File: config.mk
export PLATFORM = sky130hd
export DESIGN_NAME = keypad_scan
export DESIGN_NICKNAME = d
export VERILOG_FILES = /design/src/rtl/keypad_scan.sv
export SDC_FILE = /design/constraint.sdc
export NUM_CORES = 1
export LEC_CHECK = 0
export CAP_MARGIN = 20
export CORE_ASPECT_RATIO = 0.6
export CORE_MARGIN = 1
export CORE_UTILIZATION = 55
export DETAILED_ROUTE_END_ITERATION = 10
export PLACE_DENSITY = 0.75
export SLEW_MARGIN = 20
export SYNTH_ARGS = -nofsm -noshare
export SYNTH_HDL_FRONTEND = slang
export SYNTH_SLANG_ARGS = --single-unit
File: constraint.sdc
create_clock -name i_clk -period 7.81 [get_ports i_clk]
set_clock_uncertainty 0.2 [all_clocks]
set_input_delay 0.781 -clock i_clk [delete_from_list [all_inputs] [get_ports i_clk]]
set_output_delay 0.781 -clock i_clk [all_outputs]
set_load 0.05 [all_outputs]
File: src/rtl/keypad_scan.sv
// keypad_scan
// Column-by-column scanner for a 4-row x 5-column active-low matrix keypad.
// Drives one column low at a time, samples the synchronised rows at the end of
// each column slot, folds a whole frame into the lowest pressed key index and
// debounces presses and releases over whole frames. Only one key is reported
// per press; further keys are ignored until every key has been released.
//
// Optional feature: define KEYPAD_REPEAT_EN to enable auto-repeat while a key
// stays held (REPEAT_DELAY frames to the first repeat, then every REPEAT_RATE
// frames). Without the macro no repeat logic exists and REPEAT_* are unused.
//
// Handshake: o_key_valid is a single-cycle strobe with no back-pressure; the
// consumer must capture o_key_value on any cycle where o_key_valid is high.
// o_key_value holds its last value between strobes.
module keypad_scan #(
    parameter int SCAN_DIV       = 1000,
    parameter int DEBOUNCE_SCANS = 4,
    parameter int REPEAT_DELAY   = 50,
    parameter int REPEAT_RATE    = 10
) (
    input  logic       i_clk,
    input  logic       i_rstn,
    input  logic [3:0] i_row,
    output logic [4:0] o_col,
    output logic [4:0] o_key_value,
    output logic       o_key_valid
);

    localparam int DIV_W = (SCAN_DIV > 1) ? $clog2(SCAN_DIV) : 1;
    localparam logic [DIV_W-1:0] DIV_LAST = DIV_W'(SCAN_DIV - 1);
    localparam int DB_W = $clog2(DEBOUNCE_SCANS + 1);
    localparam logic [DB_W-1:0] DB_MAX = DB_W'(DEBOUNCE_SCANS);

    // Elaboration-time guard against parameter values the scan cannot support
    // (the divider must leave room for the two-flop row synchroniser).
    if (SCAN_DIV < 4 || DEBOUNCE_SCANS < 1 || REPEAT_DELAY < 1 || REPEAT_RATE < 1)
    begin : g_param_check
        $error("keypad_scan: illegal parameter value");
    end

    typedef enum logic [1:0] {
        ST_IDLE = 2'd0,
        ST_CAND = 2'd1,
        ST_HELD = 2'd2
    } state_t;

    // Row synchroniser
    logic [3:0]       row_meta_q;
    logic [3:0]       row_sync_q;

    // Column scan
    logic [DIV_W-1:0] div_q, div_d;
    logic [2:0]       col_q, col_d;
    logic             tick;
    logic             frame_end;

    // Frame accumulation
    logic [4:0]       col_code;
    logic [4:0]       sample_min;
    logic [4:0]       frame_min_q, frame_min_d;
    logic [4:0]       frame_code_q, frame_code_d;
    logic             frame_done_q, frame_done_d;

    // Debounce FSM (state_q is the observable state for checkers)
    state_t           state_q, state_d;
    logic [4:0]       cand_q, cand_d;
    logic [DB_W-1:0]  cnt_q, cnt_d;
    logic [DB_W-1:0]  rel_q, rel_d;
    logic [DB_W-1:0]  match_inc;
    logic [DB_W-1:0]  rel_inc;

    // Outputs
    logic             accept;
    logic             rpt_fire;
    logic [4:0]       key_value_q, key_value_d;
    logic             key_valid_q, key_valid_d;

    // Two-flop synchroniser; idles high to match the released (pulled-up) rows.
    always_ff @(posedge i_clk or negedge i_rstn) begin
        if (!i_rstn) begin
            row_meta_q <= 4'hF;
            row_sync_q <= 4'hF;
        end else begin
            row_meta_q <= i_row;
            row_sync_q <= row_meta_q;
        end
    end

    // The last cycle of a column slot is both the sample point and the
    // column advance; the slot of column 4 also closes the frame.
    assign tick      = (div_q == DIV_LAST);
    assign frame_end = tick && (col_q == 3'd4);

    // Scan divider and column counter next state.
    always_comb begin
        div_d = div_q + DIV_W'(1);
        col_d = col_q;
        if (tick) begin
            div_d = '0;
            col_d = (col_q == 3'd4) ? 3'd0 : col_q + 3'd1;
        end
    end

    // Scan divider and column counter registers.
    always_ff @(posedge i_clk or negedge i_rstn) begin
        if (!i_rstn) begin
            div_q <= '0;
            col_q <= '0;
        end else begin
            div_q <= div_d;
            col_q <= col_d;
        end
    end

    assign o_col = ~(5'd1 << col_q);

    // Key index of the lowest pressed row in the current column (0 = none).
    always_comb begin
        col_code = 5'd0;
        for (int r = 3; r >= 0; r--) begin
            if (!row_sync_q[r]) begin
                col_code = 5'(r * 5) + {2'b00, col_q} + 5'd1;
            end
        end
    end

    // Running minimum over the frame; at frame end it becomes the frame code
    // and the accumulator restarts empty for the next frame.
    always_comb begin
        sample_min = frame_min_q;
        if (col_code != 5'd0 && (frame_min_q == 5'd0 || col_code < frame_min_q)) begin
            sample_min = col_code;
        end
        frame_min_d  = frame_min_q;
        frame_code_d = frame_code_q;
        frame_done_d = frame_end;
        if (tick) begin
            frame_min_d = frame_end ? 5'd0 : sample_min;
        end
        if (frame_end) begin
            frame_code_d = sample_min;
        end
    end

    // Frame accumulator and the registered frame code handed to the FSM.
    always_ff @(posedge i_clk or negedge i_rstn) begin
        if (!i_rstn) begin
            frame_min_q  <= '0;
            frame_code_q <= '0;
            frame_done_q <= 1'b0;
        end else begin
            frame_min_q  <= frame_min_d;
            frame_code_q <= frame_code_d;
            frame_done_q <= frame_done_d;
        end
    end

    // FSM state register with its candidate and debounce counters.
    always_ff @(posedge i_clk or negedge i_rstn) begin
        if (!i_rstn) begin
            state_q <= ST_IDLE;
            cand_q  <= '0;
            cnt_q   <= '0;
            rel_q   <= '0;
        end else begin
            state_q <= state_d;
            cand_q  <= cand_d;
            cnt_q   <= cnt_d;
            rel_q   <= rel_d;
        end
    end

    // FSM next state, evaluated once per frame on the frame_done strobe.
    always_comb begin
        state_d   = state_q;
        cand_d    = cand_q;
        cnt_d     = cnt_q;
        rel_d     = rel_q;
        match_inc = cnt_q + DB_W'(1);
        rel_inc   = rel_q + DB_W'(1);
        if (frame_done_q) begin
            case (state_q)
                ST_IDLE: begin
                    if (frame_code_q != 5'd0) begin
                        cand_d = frame_code_q;
                        if (DEBOUNCE_SCANS == 1) begin
                            state_d = ST_HELD;
                            cnt_d   = '0;
                            rel_d   = '0;
                        end else begin
                            state_d = ST_CAND;
                            cnt_d   = DB_W'(1);
                        end
                    end
                end
                ST_CAND: begin
                    if (frame_code_q == 5'd0) begin
                        state_d = ST_IDLE;
                        cnt_d   = '0;
                    end else if (frame_code_q != cand_q) begin
                        // A different key won this frame: debounce it afresh.
                        cand_d = frame_code_q;
                        cnt_d  = DB_W'(1);
                    end else if (match_inc == DB_MAX) begin
                        state_d = ST_HELD;
                        cnt_d   = '0;
                        rel_d   = '0;
                    end else begin
                        cnt_d = match_inc;
                    end
                end
                ST_HELD: begin
                    // Any key at all keeps the press alive; this is what
                    // suppresses rollover keys until a full release.
                    if (frame_code_q != 5'd0) begin
                        rel_d = '0;
                    end else if (rel_inc == DB_MAX) begin
                        state_d = ST_IDLE;
                        rel_d   = '0;
                    end else begin
                        rel_d = rel_inc;
                    end
                end
                default: begin
                    state_d = ST_IDLE;
                    cnt_d   = '0;
                    rel_d   = '0;
                end
            endcase
        end
    end

    // FSM outputs: a press is accepted on the transition into HELD.
    always_comb begin
        accept      = frame_done_q && (state_q != ST_HELD) && (state_d == ST_HELD);
        key_value_d = accept ? cand_d : key_value_q;
        key_valid_d = accept || rpt_fire;
    end

`ifdef KEYPAD_REPEAT_EN
    localparam int RPT_MAX = (REPEAT_DELAY > REPEAT_RATE) ? REPEAT_DELAY : REPEAT_RATE;
    localparam int RPT_W   = $clog2(RPT_MAX + 1);

    logic [RPT_W-1:0] rpt_cnt_q, rpt_cnt_d;
    logic [RPT_W-1:0] rpt_inc;
    logic [RPT_W-1:0] rpt_target;
    logic             rpt_armed_q, rpt_armed_d;

    // Repeat timer: counts held frames, first to REPEAT_DELAY, then to
    // REPEAT_RATE; any frame outside HELD or with no key restarts it.
    always_comb begin
        rpt_cnt_d   = rpt_cnt_q;
        rpt_armed_d = rpt_armed_q;
        rpt_fire    = 1'b0;
        rpt_inc     = rpt_cnt_q + RPT_W'(1);
        rpt_target  = rpt_armed_q ? RPT_W'(REPEAT_RATE) : RPT_W'(REPEAT_DELAY);
        if (frame_done_q) begin
            if (state_q != ST_HELD || frame_code_q == 5'd0) begin
                rpt_cnt_d   = '0;
                rpt_armed_d = 1'b0;
            end else if (rpt_inc == rpt_target) begin
                rpt_fire    = 1'b1;
                rpt_cnt_d   = '0;
                rpt_armed_d = 1'b1;
            end else begin
                rpt_cnt_d = rpt_inc;
            end
        end
    end

    // Repeat timer registers.
    always_ff @(posedge i_clk or negedge i_rstn) begin
        if (!i_rstn) begin
            rpt_cnt_q   <= '0;
            rpt_armed_q <= 1'b0;
        end else begin
            rpt_cnt_q   <= rpt_cnt_d;
            rpt_armed_q <= rpt_armed_d;
        end
    end
`else
    assign rpt_fire = 1'b0;
`endif

    // Registered key outputs; value and strobe change on the same edge.
    always_ff @(posedge i_clk or negedge i_rstn) begin
        if (!i_rstn) begin
            key_value_q <= '0;
            key_valid_q <= 1'b0;
        end else begin
            key_value_q <= key_value_d;
            key_valid_q <= key_valid_d;
        end
    end

    assign o_key_value = key_value_q;
    assign o_key_valid = key_valid_q;

endmodule

* Word-level counts from Yosys, hierarchy flattened
Index checks and enable logic that the tools add are counted.
Storage, ports and cells: logic and storage cells 86, input port bits 6, register bits after elaboration 51, output and inout bits 11
Operators by class: bitwise logic cells 3, reductions and logical operators 12, muxes and demuxes 32, shift operators 1, eq/ne operators 13, add/subtract/negate cells 11, $lt $le $gt $ge 1
Operators by type and width (number):
- 2-to-1 mux 5 bit | 10
- 2-to-1 mux 3 bit | 10
- case mux 3 bit (3 select lines) | 2
- 2-to-1 mux 2 bit | 7
- adder 10 x 1 -> 10 bit, second input constant | 1
- adder 4 x 3 -> 5 bit, first input constant | 2
- adder 5 x 1 -> 5 bit, second input constant | 2
- == test 10 bit, second input constant | 1
- logical NOT 5 bit | 2
- 2-to-1 mux 10 bit | 1
- != test 2 bit, second input constant | 5
- case mux 5 bit (2 select lines) | 1
- nonzero test 5 bit | 2
- adder 3 x 1 -> 3 bit, second input constant | 3
- == test 3 bit, second input constant | 3
- case mux 2 bit (3 select lines) | 1
- adder 4 x 1 -> 5 bit, second input constant | 1
- less-than comparator 5 bit | 1
- != test 5 bit | 1
- inverter 5 bit | 1
- AND reduction 5 bit | 1
- << shifter 1 x 3 -> 5 bit, first input constant | 1
- adder 3 x 1 -> 4 bit, second input constant | 1
- adder 3 x 3 -> 4 bit, first input constant | 1
- 7 further kinds | 12

* Logic depth before layout (Yosys ltp)
depth in word-level cells 11, mapped depth 13, mapped depth without buffers 13

* Worst setup path before layout
OpenSTA, ideal clock, no wires.
path type register to register, start point register col_q[0], end point register frame_min_q[0], library setup time 0.127 ns, period minus slack after synthesis 3.141 ns, buffers on the path 0, cell stages (with the launch flop) 14, required time 7.483 ns, data arrival time 2.814 ns, setup slack 4.669 ns, path through dfrtp_1 > inv_1 > ha_1 > inv_1 > ha_1 > a221oi_1 > nor2_1 > ha_1 > a211o_1 > o211ai_1 > a22o_1 > a41o_1 > a2bb2oi_1 > nand3_1
Between the ends: word-level cells in the longest chain between the ends 11, elaborated cells between the ends (all ways) 19, classes of those cells 7 x add/sub; 1 x order compare; 1 x eq/ne; 6 x mux; 4 x reduce/logical
Ends and longest elaborated chain:
- start: declaration | RTL line 53 | logic [2:0] col_q, col_d;
- start signal: assignment | RTL line 111 | col_q <= col_d;
- adder 4 x 3 -> 5 bit | RTL line 122 | col_code = 5'(r * 5) + {2'b00, col_q} + 5'd1;
- adder 5 x 1 -> 5 bit | RTL line 122
- 2-to-1 mux 5 bit (4 in a row) | RTL line 121 | if (!row_sync_q[r]) begin
- less-than comparator 5 bit | RTL line 131 | if (col_code != 5'd0 && (frame_min_q == 5'd0 || col_code < frame_min_q)) begin
- logical OR 1 bit | RTL line 131
- logical AND 1 bit | RTL line 131
- 2-to-1 mux 5 bit | RTL line 131
- 2-to-1 mux 5 bit * | RTL line 138 | frame_min_d = frame_end ? 5'd0 : sample_min;
- end signal: assignment | RTL line 152 | frame_min_q <= frame_min_d;
- end: declaration | RTL line 60 | logic [4:0] frame_min_q, frame_min_d;
Every way passes the cells marked *; elsewhere a longest branch is shown, timed or not. A chain may end at the register's enable or synchronous reset.

* Worst setup path in the final report
start point register col_q[1], end point register frame_min_q[0]
The elaborated chain is that of the path after synthesis.

==> out/results.tsv <==
stage	metric	value	unit
synthesis	netlist_instances	276	
clocking	cts_buffers	5	
die	die_w	93.3	um
die	core_area	4680	um2
die	die_y	56.8	um
layout	final_cell_mix	43 x dfrtp_1, 24 x nor2_1, 23 x nand2_1	
detailed_routing	firstDrtPassIters	5	
grt	grt_pass1_vias	1899	
clocking	clockRootBuffer	clkbuf_8	
detailed_routing	route.detailed.drc	0	
pwr	swShare	24.2	%
placement	io_buffers	16	
hold_path	worstHoldStart	row_meta_q[3]	
die	io_pins	17	
sta	slew_violations	0	
sta	final.setup.tns	0	ns
layout	n_antenna_cell	0	
clocking	insertion_delay	0.31	ns
layout	final_net_count	319	
clocking	clk_pin_slew	0.09	ns
critical_path	r2r_slack	4.31	ns
layout	syn2layout_area_growth	11.1	%
grt	grt_pass1_wl	9.19	mm
synthesis	synth.avg_cell_area	9.96	um2
detailed_routing	drtIter0Drc	196	
critical_path	cp-end-kind	register	
synthesis	netlist_area	2750	um2
synthesis	synth_cell_types	55	
sta	rsz0062_at_grt	false	
detailed_routing	routed_wl	5.46	mm
sta	slew-limit-headroom	36.5	%
clocking	cts_setup_buffers	0	
detailed_routing	routed_via_density	5.93	
layout	fillers	335	
die	dieArea	5300	um2
flow_run	cap_violations	0	
clocking	cts.path.max_buffers	2	
synthesis	yosysSeqAreaShare	46.8	%
placement	gp_congestion	0.895	
placement	dp_hpwl	3.97	mm
run_status	status	finished clean	
critical_path	crit_start	col_q[1]	
synthesis	async_flop_share	100	%
pwr	ir_drop	0.0988	mV
detailed_routing	vias	2123	
grt	grt_max_degree	52	
pwr	seq_power_share	60.5	%
synthesis	synth-edff-count	0	
synthesis	syn_nets	301	
hold_path	hold_class	reg -> reg	
critical_path	cp_data_required_time	7.81	ns
grt	grt_usage	22.4	%
layout	layout.cells.most_common	dfrtp_1	
critical_path	cp_max_fo	8	
detailed_routing	detail-route-antenna-nets	0	
detailed_routing	wl_per_cell	15.3	um
layout	drive_gt1_share	8.47	%
pwr	powerDensity	146	nW/um2
synthesis	synthFlopType	dfrtp_1	
critical_path	start_kind	register	
synthesis	ys_ff_latch	51	
pwr	p_int	0.340	mW
clocking	cts_resized	0	
critical_path	path_class	reg -> reg	
sta	fmax	286	MHz
clocking	cts_tree	done	
critical_path	r2r_start	col_q[1]	
synthesis	ys_warn_count	0	
pwr	clockPowerShare	34.9	%
pwr	switchingPower	0.108	mW
grt	grt_overflow	0	
clocking	cts_sinks	51	
pwr	p_comb_share	4.6	%
sta	setup_viol	0	
sta	worst-slew-pin-transition	0.946	ns
sta	period_share	44.8	%
grt	antenna_found_initial	0	
pwr	leakage	1.42	nW
die	fp-row-count	19	
clocking	cts_hold_buf	0	
sta	timing_hold_violations_final	0	
clocking	cts-htree-levels	2	
sta	period_needed	3.50	ns
pwr	p_total	0.448	mW
die	start_util	58.7	%
critical_path	arrival	3.49	ns
## path summary, 6_finish.rpt
| path | to | cells past startpoint |
|---|---|---|
| setup / recovery | frame_min_q[0] | 13 |
| hold reg to reg | row_sync_q[3] | 0 |
| setup reg to reg | frame_min_q[0] | 13 |
| max in group asynchronous | rel_q[1] | 2 |
| hold / removal | row_sync_q[3] | 0 |
| min in group asynchronous | div_q[0] | 2 |
## critical path, cell delays in order (launching register included)
cell	delay (ns)
dfrtp_1	0.46
inv_1	0.23
ha_1	0.19
inv_1	0.04
ha_1	0.26
a221oi_1	0.26
nor2_1	0.16
ha_1	0.32
a211o_1	0.27
o211ai_1	0.15
a22o_1	0.27
a41o_1	0.29
a2bb2oi_1	0.20
nand3_1	0.09
## sequential cells by signal, summed over array words and instances (netlist names)
signal        flops
cnt_q             3
frame_done_q      1
o_key_value       5
frame_min_q       5
cand_q            5
frame_code_q      5
col_q             3
state_q           2
rel_q             3
div_q            10
row_sync_q        4
o_key_valid       1
row_meta_q        4
## power by group through the flow
stage,Clock (mW),Sequential (mW),Combinational [mW]
2_1_floorplan,0,0.274,0.0112
3_3_place_gp,0,0.275,0.0202
3_5_place_dp,0,0.276,0.0203
4_1_cts,0.163,0.271,0.0206
5_1_grt,0.173,0.271,0.0231
6_report,0.156,0.271,0.0204
## final cells by class
| type | instances | area (um2) | area share [%] |
|---|---|---|---|
| clock inverter | 3 | 23.8 | 0.778 |
| clock buffer | 5 | 68.8 | 2.25 |
| multi-input combinational | 200 | 1360 | 44.5 |
| inverter | 18 | 67.6 | 2.21 |
| tap | 63 | 78.8 | 2.58 |
| sequential | 51 | 1290 | 42.1 |
| timing repair buffer | 18 | 170 | 5.57 |
## Yosys cell counts, types with 3 or more instances
library cell	n	share of area, %
xor2_1	10	3.2
o211ai_1	4	1.1
o21ai_0	14	2.5
o21ai_1	9	1.6
nor3_1	5	0.91
dfstp_2	8	7.6
dfrtp_1	43	39
clkbuf_1	5	0.68
a31oi_1	7	1.6
nor2b_1	5	1.1
a32oi_1	4	1.3
a21oi_1	7	1.3
inv_1	17	2.3
nand3_1	13	2.4
nand2_1	23	3.1
ha_1	19	8.6
nor2_1	24	3.3
mux2_1	5	2.0
nand2b_1	3	0.68
a22o_1	5	1.6
## routing by layer
metal	GRT usage, %	up-vias	wire length (um)
met5	0	-	0
met4	6.59	0	54
met3	5.83	5	366
met2	29.3	75	2080
met1	35.5	1011	2960
li1	-	1032	-
## cell families (layout without fill, tap and decap cells)
| kind of cell | count (synthesis) | count (layout) | share of synthesized area [%] |
|---|---|---|---|
| AND/OR/NAND/NOR | 91 | 91 | 16.5 |
| AO/OA/AOI/OAI | 72 | 72 | 18.1 |
| flip-flops | 51 | 51 | 46.8 |
| buffers and inverters | 25 | 44 | 3.73 |
| adder cells (fa/ha/maj) | 19 | 19 | 8.64 |
| XOR/XNOR | 11 | 11 | 3.50 |
| multiplexers | 7 | 7 | 2.82 |
## metrics by stage
stage	setup WS [ns]	std cells	cell area (um2)	hold slack [ns]	util [%]
final	4.31	358	3060	0.160	65.3
after global routing	4.16	358	3060	0.164	65.3
after global placement	4.50	350	2960	0.146	63.3
after floorplan	4.67	276	2750	0.145	-
after detailed placement	4.38	350	2960	0.148	63.3
after CTS	4.34	358	3060	0.162	65.3
Note: power is estimated with default switching activity, not from simulation.
